<file path="src/rtl/pcla_pkg.sv">
// rtl/pcla_pkg.sv - shared types, defaults and group lookahead helper for the pipelined CLA
package pcla_pkg;

   localparam int PCLA_WIDTH = 16;
   localparam int PCLA_GROUP = 4;

   typedef struct packed {
      logic p;
      logic g;
   } pg_t;

   // Group propagate/generate over the low n bits of p/g (n = 1..8).
   function automatic pg_t group_pg(input logic [7:0] p, input logic [7:0] g, input int n);
      pg_t r;
      r.p = 1'b1;
      r.g = 1'b0;
      for (int i = 0; i < 8; i++) begin
         if (i < n) begin
            r.g = g[i] | (p[i] & r.g);
            r.p = r.p & p[i];
         end
      end
      return r;
   endfunction

endpackage

</file>
<file path="src/rtl/cla_group.sv">
// rtl/cla_group.sv - combinational GROUP-bit carry-lookahead slice with group P/G
module cla_group
   import pcla_pkg::*;
#(
   parameter int GROUP = PCLA_GROUP
) (
   input  logic [GROUP-1:0] a,
   input  logic [GROUP-1:0] b,
   input  logic             cin,
   output logic [GROUP-1:0] sum,
   output logic             cout,
   output pg_t              pg
);

   logic [GROUP-1:0] p;
   logic [GROUP-1:0] g;
   logic [GROUP-1:0] c;

   always_comb begin
      p    = a ^ b;
      g    = a & b;
      c    = '0;
      c[0] = cin;
      for (int i = 1; i < GROUP; i++) begin
         c[i] = g[i-1] | (p[i-1] & c[i-1]);
      end
      sum  = p ^ c;
      pg   = group_pg(8'(p), 8'(g), GROUP);
      cout = pg.g | (pg.p & cin);
   end

endmodule

</file>
<file path="src/rtl/pipelined_cla_adder.sv">
// rtl/pipelined_cla_adder.sv - pipelined CLA adder, one GROUP-bit group per stage, global stall
// Define PCLA_FLAGS_EN to add registered out_ovf/out_zero flags.
module pipelined_cla_adder
   import pcla_pkg::*;
#(
   parameter int WIDTH = PCLA_WIDTH,
   parameter int GROUP = PCLA_GROUP
) (
   input  logic             clk,
   input  logic             rst_n,
   input  logic             in_valid,
   output logic             in_ready,
   input  logic [WIDTH-1:0] in_a,
   input  logic [WIDTH-1:0] in_b,
   input  logic             in_cin,
   output logic             out_valid,
   input  logic             out_ready,
   output logic [WIDTH-1:0] out_sum,
   output logic             out_cout
`ifdef PCLA_FLAGS_EN
  ,output logic             out_ovf,
   output logic             out_zero
`endif
);

   localparam int NG = WIDTH / GROUP;

   if ((WIDTH % GROUP) != 0 || GROUP < 1 || GROUP > 8) begin : g_param_check
      $error("pipelined_cla_adder: WIDTH must be a multiple of GROUP and GROUP must be 1..8");
   end

   logic advance;

   assign advance  = !out_valid || out_ready;
   assign in_ready = advance;

   for (genvar k = 0; k < NG; k++) begin : g_stage
      logic [GROUP-1:0]         ga;
      logic [GROUP-1:0]         gb;
      logic [GROUP-1:0]         gs;
      logic                     gcin;
      logic                     gcout;
      logic                     vin;
      pg_t                      pg_unused;
      logic [(k+1)*GROUP-1:0]   s_n;
      logic [(k+1)*GROUP-1:0]   s_q;
      logic                     v_q;
      logic                     c_q;

      if (k == 0) begin : g_src
         assign ga   = in_a[GROUP-1:0];
         assign gb   = in_b[GROUP-1:0];
         assign gcin = in_cin;
         assign vin  = in_valid;
         assign s_n  = gs;
      end else begin : g_src
         assign ga   = g_stage[k-1].g_up.a_up[GROUP-1:0];
         assign gb   = g_stage[k-1].g_up.b_up[GROUP-1:0];
         assign gcin = g_stage[k-1].c_q;
         assign vin  = g_stage[k-1].v_q;
         assign s_n  = {gs, g_stage[k-1].s_q};
      end

      cla_group #(.GROUP(GROUP)) u_grp (
         .a    (ga),
         .b    (gb),
         .cin  (gcin),
         .sum  (gs),
         .cout (gcout),
         .pg   (pg_unused)
      );

      always_ff @(posedge clk or negedge rst_n) begin
         if (!rst_n) begin
            v_q <= 1'b0;
            c_q <= 1'b0;
            s_q <= '0;
         end else if (advance) begin
            v_q <= vin;
            c_q <= gcout;
            s_q <= s_n;
         end
      end

      // Operand bits still owed to later groups ride along with the partial sum.
      if (k < NG-1) begin : g_up
         localparam int UW = WIDTH - (k+1)*GROUP;
         logic [UW-1:0] a_up;
         logic [UW-1:0] b_up;
         logic [UW-1:0] a_nx;
         logic [UW-1:0] b_nx;

         if (k == 0) begin : g_nx
            assign a_nx = in_a[WIDTH-1:GROUP];
            assign b_nx = in_b[WIDTH-1:GROUP];
         end else begin : g_nx
            assign a_nx = g_stage[k-1].g_up.a_up[UW+GROUP-1:GROUP];
            assign b_nx = g_stage[k-1].g_up.b_up[UW+GROUP-1:GROUP];
         end

         always_ff @(posedge clk or negedge rst_n) begin
            if (!rst_n) begin
               a_up <= '0;
               b_up <= '0;
            end else if (advance) begin
               a_up <= a_nx;
               b_up <= b_nx;
            end
         end
      end

`ifdef PCLA_FLAGS_EN
      if (k == NG-1) begin : g_flags
         logic ovf_q;
         logic zero_q;

         always_ff @(posedge clk or negedge rst_n) begin
            if (!rst_n) begin
               ovf_q  <= 1'b0;
               zero_q <= 1'b0;
            end else if (advance) begin
               ovf_q  <= (ga[GROUP-1] == gb[GROUP-1]) && (gs[GROUP-1] != ga[GROUP-1]);
               zero_q <= (s_n == '0);
            end
         end
      end
`endif
   end

   assign out_valid = g_stage[NG-1].v_q;
   assign out_sum   = g_stage[NG-1].s_q;
   assign out_cout  = g_stage[NG-1].c_q;

`ifdef PCLA_FLAGS_EN
   assign out_ovf   = g_stage[NG-1].g_flags.ovf_q;
   assign out_zero  = g_stage[NG-1].g_flags.zero_q;
`endif

endmodule

</file>
<file path="config.mk">
export PLATFORM = sky130hd
export DESIGN_NAME = pipelined_cla_adder
export DESIGN_NICKNAME = d
export VERILOG_FILES = /design/src/rtl/pcla_pkg.sv /design/src/rtl/cla_group.sv /design/src/rtl/pipelined_cla_adder.sv
export SDC_FILE = /design/constraint.sdc
export NUM_CORES = 1
export LEC_CHECK = 0
export CORE_ASPECT_RATIO = 1.1
export CORE_UTILIZATION = 59
export DETAILED_ROUTE_END_ITERATION = 7
export PLACE_DENSITY = 0.9
export SKIP_CTS_REPAIR_TIMING = 1
export SYNTH_ARGS = -nofsm -noshare
export SYNTH_HDL_FRONTEND = slang
export SYNTH_SLANG_ARGS = --single-unit
</file>
<file path="constraint.sdc">
create_clock -name clk -period 4.8 [get_ports clk]
set_input_delay 0.96 -clock clk [delete_from_list [all_inputs] [get_ports clk]]
set_output_delay 0.96 -clock clk [all_outputs]
set_load 0.01 [all_outputs]
</file>
# ---- After elaboration in Yosys (flattened, before gate mapping)
# Index checks and enable logic that the tools add are counted.
dict set report totals {
  reg_bits 96
  latch_bits 0
  mem_bits_rw 0
  mem_bits_ro 0
  inputBits 37
  out_inout_bits 19
  word_cells 100
  memories 0
}
dict set report classes {
  add_sub_neg 0
  mul 0
  div 0
  n_lt_le_gt_ge 0
  n_eq_ne 0
  n_shift 0
  mux 0
  bitwise 80
  n_reduce_logical 2
}
# cell n
set ops {}
lappend ops {{1-bit bitwise AND} 40}
lappend ops {{4-bit bitwise XOR} 8}
lappend ops {{1-bit OR} 28}
lappend ops {{4-bit bitwise AND} 4}
lappend ops {{1-bit logical NOT} 1}
lappend ops {{1-bit logical OR} 1}

# ---- Longest topological paths before layout
# Gate-level depths: netlist of run 1.
dict set report logic_depth {
  ltp_word 8
  mapped_depth 7
  mapped_depth_nobuf 7
}

# ---- Cells and area by module
# From an unflattened synthesis of run 1, not the netlist that was laid out.
dict set report unflattened {
  hier_cells 302
  area_unflattened_um2 4451.8
}
# mod n_inst cells_per_inst area_per_inst_um2 seq_area_each_um2
set modules_own_cells {}
lappend modules_own_cells {pipelined_cla_adder 1 204 3683.5 2402.3}
lappend modules_own_cells {{cla_group (g_stage[0].u_grp ...)} 3 24 190.2 0.0}
lappend modules_own_cells {{cla_group (g_stage[3].u_grp)} 1 26 197.7 0.0}

# ---- Worst setup path before layout of run 1
# Ideal clock, no wire load.
dict set report synth_path {
  path_kind {input -> output}
  from {input out_ready}
  to {output in_ready}
  arrival_ns 1.621
  required_time_ns 3.840
  slack_ns 2.219
  path_stages 5
  n_path_buf 4
  cell_sequence {nand2b_4 -> buf_6 -> buf_6 -> buf_6 -> buf_2}
}
dict set report synth_via {
  elab_chain_len 1
}
# element line_no
set synth_lines {}
lappend synth_lines {{start: declaration} pipelined_cla_adder.sv:17} ;# input logic out_ready,
lappend synth_lines {{1-bit logical OR} pipelined_cla_adder.sv:34} ;# assign advance = !out_valid || out_ready;
lappend synth_lines {{end: declaration} pipelined_cla_adder.sv:12} ;# output logic in_ready,
# Every way passes these cells.

# ---- Worst setup path after layout of run 1
# Same ends and word-level chain as after synthesis.

==> out/qor.csv, run 1 <==
metric,value,unit
outcome,completed,
hold_viol,0,
synth.cell_area,4190,um^2
numCtsBuffers,9,
switching_share,0.312,
tightest_slew,801,ps
grt_pass1_wl,11700,um
crit_required,3840,ps
p_int,2.10,mW
drc,0,
synth.area.top_cells,"dfrtp_1 57%, mux2_2 21%, fa_1 5.7%, ha_1 4.8%, inv_1 1.4%",
grt_use_met3,0.0475,
yosys.area.top_type,dfrtp_1,
diodes,0,
skew,9.18,ps
clkSinkCount,96,
layout_common_cells,"96 x dfrtp_1, 77 x mux2_2, 54 x clkdlybuf4s50_1",
die_w,82.4,um
p_seq_frac,0.450,
comb_power_share,0.376,
leakagePower,2.17,nW
grt.total_usage,0.212,
ys_warn_count,0,
core_area,6710,um^2
synth_cells,287,
drt-initial-drc-count,66,
power,3.06,mW
fin_crit,3470,ps
dpl.hpwl,4660,um
synth_edf_count,0,
synth_top_area_frac,0.573,
rows,31,
grt_antenna_before_repair,0,
syn2layout_area_growth,18.7,%
period_share,0.723,
drv_slew,0,
powerDensity,615,nW/um^2
critPathKind,in2out,
cp_data_arrival_time,2510,ps
drive_gt1_frac,0.280,
htree_num_levels,3,
rsz0062_at_grt,false,
start_util,0.625,
ys_seq_elements,96,
setup_violations,0,
clk_latency,350,ps
startpoint_type,primary input,
max_freq,0.288,GHz
fillers,417,
grt_use_met2,0.341,
routedWlPerCell,15.6,um
synthesis.nets,352,
hold_path_class,reg2reg,
grt_max_degree,76,
clk_root_buffer_cell,clkbuf_8,
ios,56,
routed_wl,6680,um
crit_fanout,41,
met1_usage,0.272,
final_common_cell,dfrtp_1,
fp.dieArea,7450,um^2
max_slew_margin,0.466,
cts_tree,yes,
dr_total_vias,2361,
die_y,90.4,um
first_global_vias,2533,
yosysSeqAreaShare,0.573,
antenna_left,0,
drv_cap,0,
synthArstFlopShare,1.00,
clkPwrFrac,0.174,
setup_tns,0,ps
io_buffers,55,
pre_cts_ws,1320,ps
synth-main-ff-cell,dfrtp_1,
grt_overflow,0,
dr.pass1.iters,4,
p_sw,955,uW
ys_types,26,
gp_congestion,0.734,
synth_area_per_cell,14.6,um^2
final_nets,407,
clk_pin_slew_worst_paths,80,ps
vias_per_cell,5.52,
timing.critical_path.to_type,output pin,
ctsLongestPathBuffers,2,
irDropWorstVdd,0.327,mV
worst_slack,1330,ps
grt.busiest_layer,met2,
[worst max-delay path, stage by stage]
cell             delay [ps]
clkdlybuf4s50_1         450
nand2b_4                440
clkdlybuf4s50_1         640
[path summary, 6_finish.rpt]
kind | cells after the start | from | endpoint | slack (ps)
worst max register to register | 4 | out_valid$_DFFE_PN0P_ | g_stage[1].c_q$_DFFE_PN0P_ | 2540
worst max-delay path | 3 | out_ready | in_ready | 1330
worst min-delay path | 1 | g_stage[2].v_q$_DFFE_PN0P_ | out_valid$_DFFE_PN0P_ | 480
max in group asynchronous | 2 | rst_n | g_stage[1].s_q[3]$_DFFE_PN0P_ | 3190
min in group asynchronous | 1 | rst_n | g_stage[1].g_up.a_up[2]$_DFFE_PN0P_ | 610
worst min register to register | 1 | g_stage[2].v_q$_DFFE_PN0P_ | out_valid$_DFFE_PN0P_ | 480
[registers in the layout (all words and copies together) (netlist names)]
name               count
g_stage.s_q           24
out_sum               16
g_stage.g_up.a_up     24
g_stage.v_q            3
out_valid              1
out_cout               1
g_stage.g_up.b_up     24
g_stage.c_q            3
[kinds of logic after synthesis]
kind of cell,after synthesis,share of synthesized area
buffers and inverters,29,0.0352
flip-flops,96,0.573
AND/OR/NAND/NOR,21,0.0230
XOR/XNOR,4,0.00836
AO/OA/AOI/OAI,30,0.0424
adder cells (fa/ha/maj),28,0.105
multiplexers,79,0.213
[synth_stat cells (all sizes together), types with 2 or more instances]
library cell   n
a211oi         2
a21oi         10
a31oi          2
buf           11
clkbuf         2
dfrtp         96
fa            12
ha            16
inv           16
mux2          78
nand2          7
nand2b         2
nor2          10
o211ai         2
o21ai         10
xnor2          4
[metal layers]
metal	vias to the layer above	share of wire
met3	9	0.031
met4	0	0.017
li1	1098	-
met2	45	0.53
met1	1209	0.42
met5	-	0
[power groups by stage]
stage	Sequential [mW]	Combinational [mW]	Clock [mW]
after CTS	1.38	1.17	0.542
after global placement	1.37	1.08	0
after global routing	1.43	1.29	0.573
after floorplan	1.36	0.777	0
final	1.38	1.15	0.533
after detailed placement	1.40	1.15	0
[area by class of cell]
class	count	area (um^2)	area share
flip-flops and latches	96	2400	0.483
multi-input cells	162	1640	0.330
repair buffers	57	563	0.113
clock buffers	11	151	0.0304
well taps	82	103	0.0206
inverters	16	60.1	0.0121
clock inverters	4	53.8	0.0108
[through the flow]
stage                     hold WS, ps  instances  area (um^2)   util
after CTS                         478        428         4970  0.741
after detailed placement          458        413         4770  0.711
after global placement            447        413         4770  0.711
after floorplan                   430        287         4190      -
after global routing              512        428         4970  0.741
final                             475        428         4970  0.741
No activity file was read; power rests on OpenSTA's default activity.
==> run 2: changes to the inputs <==
--- a/config.mk
+++ b/config.mk
@@ -6,9 +6,9 @@
 export NUM_CORES = 1
 export LEC_CHECK = 0
 export CORE_ASPECT_RATIO = 1.1
-export CORE_UTILIZATION = 59
+export CORE_UTILIZATION = 49
 export DETAILED_ROUTE_END_ITERATION = 7
-export PLACE_DENSITY = 0.9
+export PLACE_DENSITY = 0.8
 export SKIP_CTS_REPAIR_TIMING = 1
 export SYNTH_ARGS = -nofsm -noshare
 export SYNTH_HDL_FRONTEND = slang
==> constraint.sdc (replaced) <==
create_clock -name clk -period 2.8 [get_ports clk]
set_input_delay 0.56 -clock clk [delete_from_list [all_inputs] [get_ports clk]]
set_output_delay 0.56 -clock clk [all_outputs]
set_load 0.01 [all_outputs]
==> run 2 against run 1 <==
Sequential cell count did not move. Via count fell by 2.4%. Final cell count rose by 6.8%. Setup slack got worse by 810 ps. Routed wire length fell by 6.4%. Total power rose by 69%. Register-to-register slack got worse by 1700 ps. Die area rose by 20%. Clock-buffer cell count did not move. Critical path depth did not move. Design area rose by 1.2%. Non-clock buffer count rose by 1.
==> out/qor.csv, run 2 (same netlist as run 1, synthesis figures left out) <==
metric,value,unit,change
finalInstanceArea,5030,um^2,+1.2%
stdcell_count,457,,+6.8%
grt_antenna_before_repair,0,,unchanged
grt_pass1_wl,11000,um,-5.6%
grt_overflow,0,,unchanged
powerDensity,1030,nW/um^2,+67%
max_freq,0.439,GHz,
drv_slew,0,,unchanged
comb_power_share,0.378,,+0.002
final_nets,408,,+0.25%
irDropWorstVdd,0.593,mV,+81%
fin_crit,2280,ps,
antenna_left,0,,unchanged
cts_tree,yes,,
p_sw,1.57,mW,+64%
cp_data_arrival_time,1720,ps,-790 ps
setup_violations,0,,unchanged
dp_cells,443,,+7.3%
clkPwrFrac,0.170,,-0.004
core_area,8320,um^2,+24%
die_w,90.2,um,+9.5%
clk_pin_slew_worst_paths,80,ps,about the same
final_common_cell,dfrtp_1,,
rsz0062_at_grt,false,,
hold_viol,0,,unchanged
numCtsBuffers,9,,unchanged
crit_fanout,3,,-93%
first_global_vias,2417,,-4.6%
fillers,666,,+60%
ios,56,,unchanged
fp.dieArea,8930,um^2,+20%
syn2layout_area_growth,20.1,%,
drt-initial-drc-count,81,,+23%
startpoint_type,primary input,,
leakagePower,2.19,nW,+0.65%
top_regs,"g_stage.g_up.a_up: 24 flops, g_stage.g_up.b_up: 24 flops, g_stage.s_q: 24 flops",,
setup_tns,0,ps,unchanged
vias_per_cell,5.04,,-8.6%
grt.total_usage,0.157,,-0.0552
skew,9.37,ps,+0.189 ps
routedWlPerCell,13.7,um,-12%
clkSinkCount,96,,unchanged
rows,35,,+13%
critPathKind,in2out,,
placed_cell_area,4840,um^2,+1.4%
drive_gt1_frac,0.280,,unchanged
drv_cap,0,,unchanged
timing.critical_path.to_type,output pin,,
start_util,0.504,,-0.121
max_slew_margin,0.483,,+0.0167
switching_share,0.303,,-0.00947
hold_path_class,in2async,,
dpl.hpwl,4300,um,-7.7%
clk_latency,340,ps,about the same
gp_congestion,0.739,,+0.78%
dr_total_vias,2304,,-2.4%
grt_max_degree,89,,+17%
io_buffers,55,,unchanged
period_share,0.813,,
drc,0,,unchanged
layout_common_cells,"96 x dfrtp_1, 77 x mux2_2, 54 x clkdlybuf4s50_1",,
crit_required,2240,ps,-1600 ps
p_seq_frac,0.452,,+0.002
ctsLongestPathBuffers,2,,unchanged
outcome,completed,,
p_int,3.61,mW,+72%
dr.pass1.iters,4,,unchanged
diodes,0,,unchanged
htree_num_levels,3,,unchanged
tightest_slew,776,ps,-25.0 ps
routed_wl,6250,um,-6.4%
die_y,99,um,+9.5%
clk_root_buffer_cell,clkbuf_8,,
## run 2: cell types whose count changed in the layout (fill, tap and decap cells not counted)
cell | before | now
clkinvlp_4 | 2 | 1
clkinv_2 | 0 | 1
buf_12 | 0 | 2
clkinv_4 | 1 | 0
buf_4 | 3 | 2
## run 2: power groups by stage
stage          clock network [mW]  logic, mW  registers [mW]
4_1_cts                     0.918       2.00            2.35
3_5_place_dp                    0       1.97            2.38
2_1_floorplan                   0       1.33            2.34
3_3_place_gp                    0       1.91            2.35
6_report                    0.881       1.96            2.34
5_1_grt                     0.969       2.20            2.43
## run 2: final timing paths
path | cells past startpoint | from | slack (ps) | end
setup / recovery | 3 | out_ready | 520 | in_ready
hold / removal | 1 | rst_n | 280 | g_stage[1].g_up.a_up[4]$_DFFE_PN0P_
setup reg to reg | 6 | g_stage[2].c_q$_DFFE_PN0P_ | 830 | out_sum[14]$_DFFE_PN0P_
hold reg to reg | 1 | g_stage[2].v_q$_DFFE_PN0P_ | 470 | out_valid$_DFFE_PN0P_
max in group asynchronous | 2 | rst_n | 1860 | g_stage[0].g_up.b_up[1]$_DFFE_PN0P_
min in group clk | 1 | g_stage[2].v_q$_DFFE_PN0P_ | 470 | out_valid$_DFFE_PN0P_
## run 2: layout make-up
class | instances | area (um^2) | area share
Sequential cell | 96 | 2400 | 0.477
Multi-Input combinational cell | 162 | 1640 | 0.326
Timing Repair Buffer | 58 | 596 | 0.118
Clock buffer | 11 | 151 | 0.0301
Tap cell | 111 | 139 | 0.0276
Inverter | 16 | 60.1 | 0.0119
Clock inverter | 3 | 42.5 | 0.00845
## run 2: worst max-delay path, cell delays in order
cell and delay, ps:
clkdlybuf4s50_1 470, nand2b_4 150, clkdlybuf4s50_1 540
## run 2: per-layer routing
| layer | up-vias | GRT usage | wire length [um] |
|---|---|---|---|
| li1 | 1101 | - | - |
| met1 | 1156 | 0.214 | 2990 |
| met2 | 38 | 0.246 | 2960 |
| met3 | 9 | 0.0340 | 209 |
| met4 | 0 | 0.0633 | 97 |
| met5 | - | 0 | 0 |
## run 2: through the flow
step,hold WS (ps),utilization,setup WS (ps),power [mW]
after floorplan,264,-,799,3.67
after global placement,440,0.582,252,4.25
after detailed placement,455,0.582,209,4.35
after CTS,308,0.605,507,5.26
after global routing,346,0.605,479,5.60
final,284,0.605,523,5.18
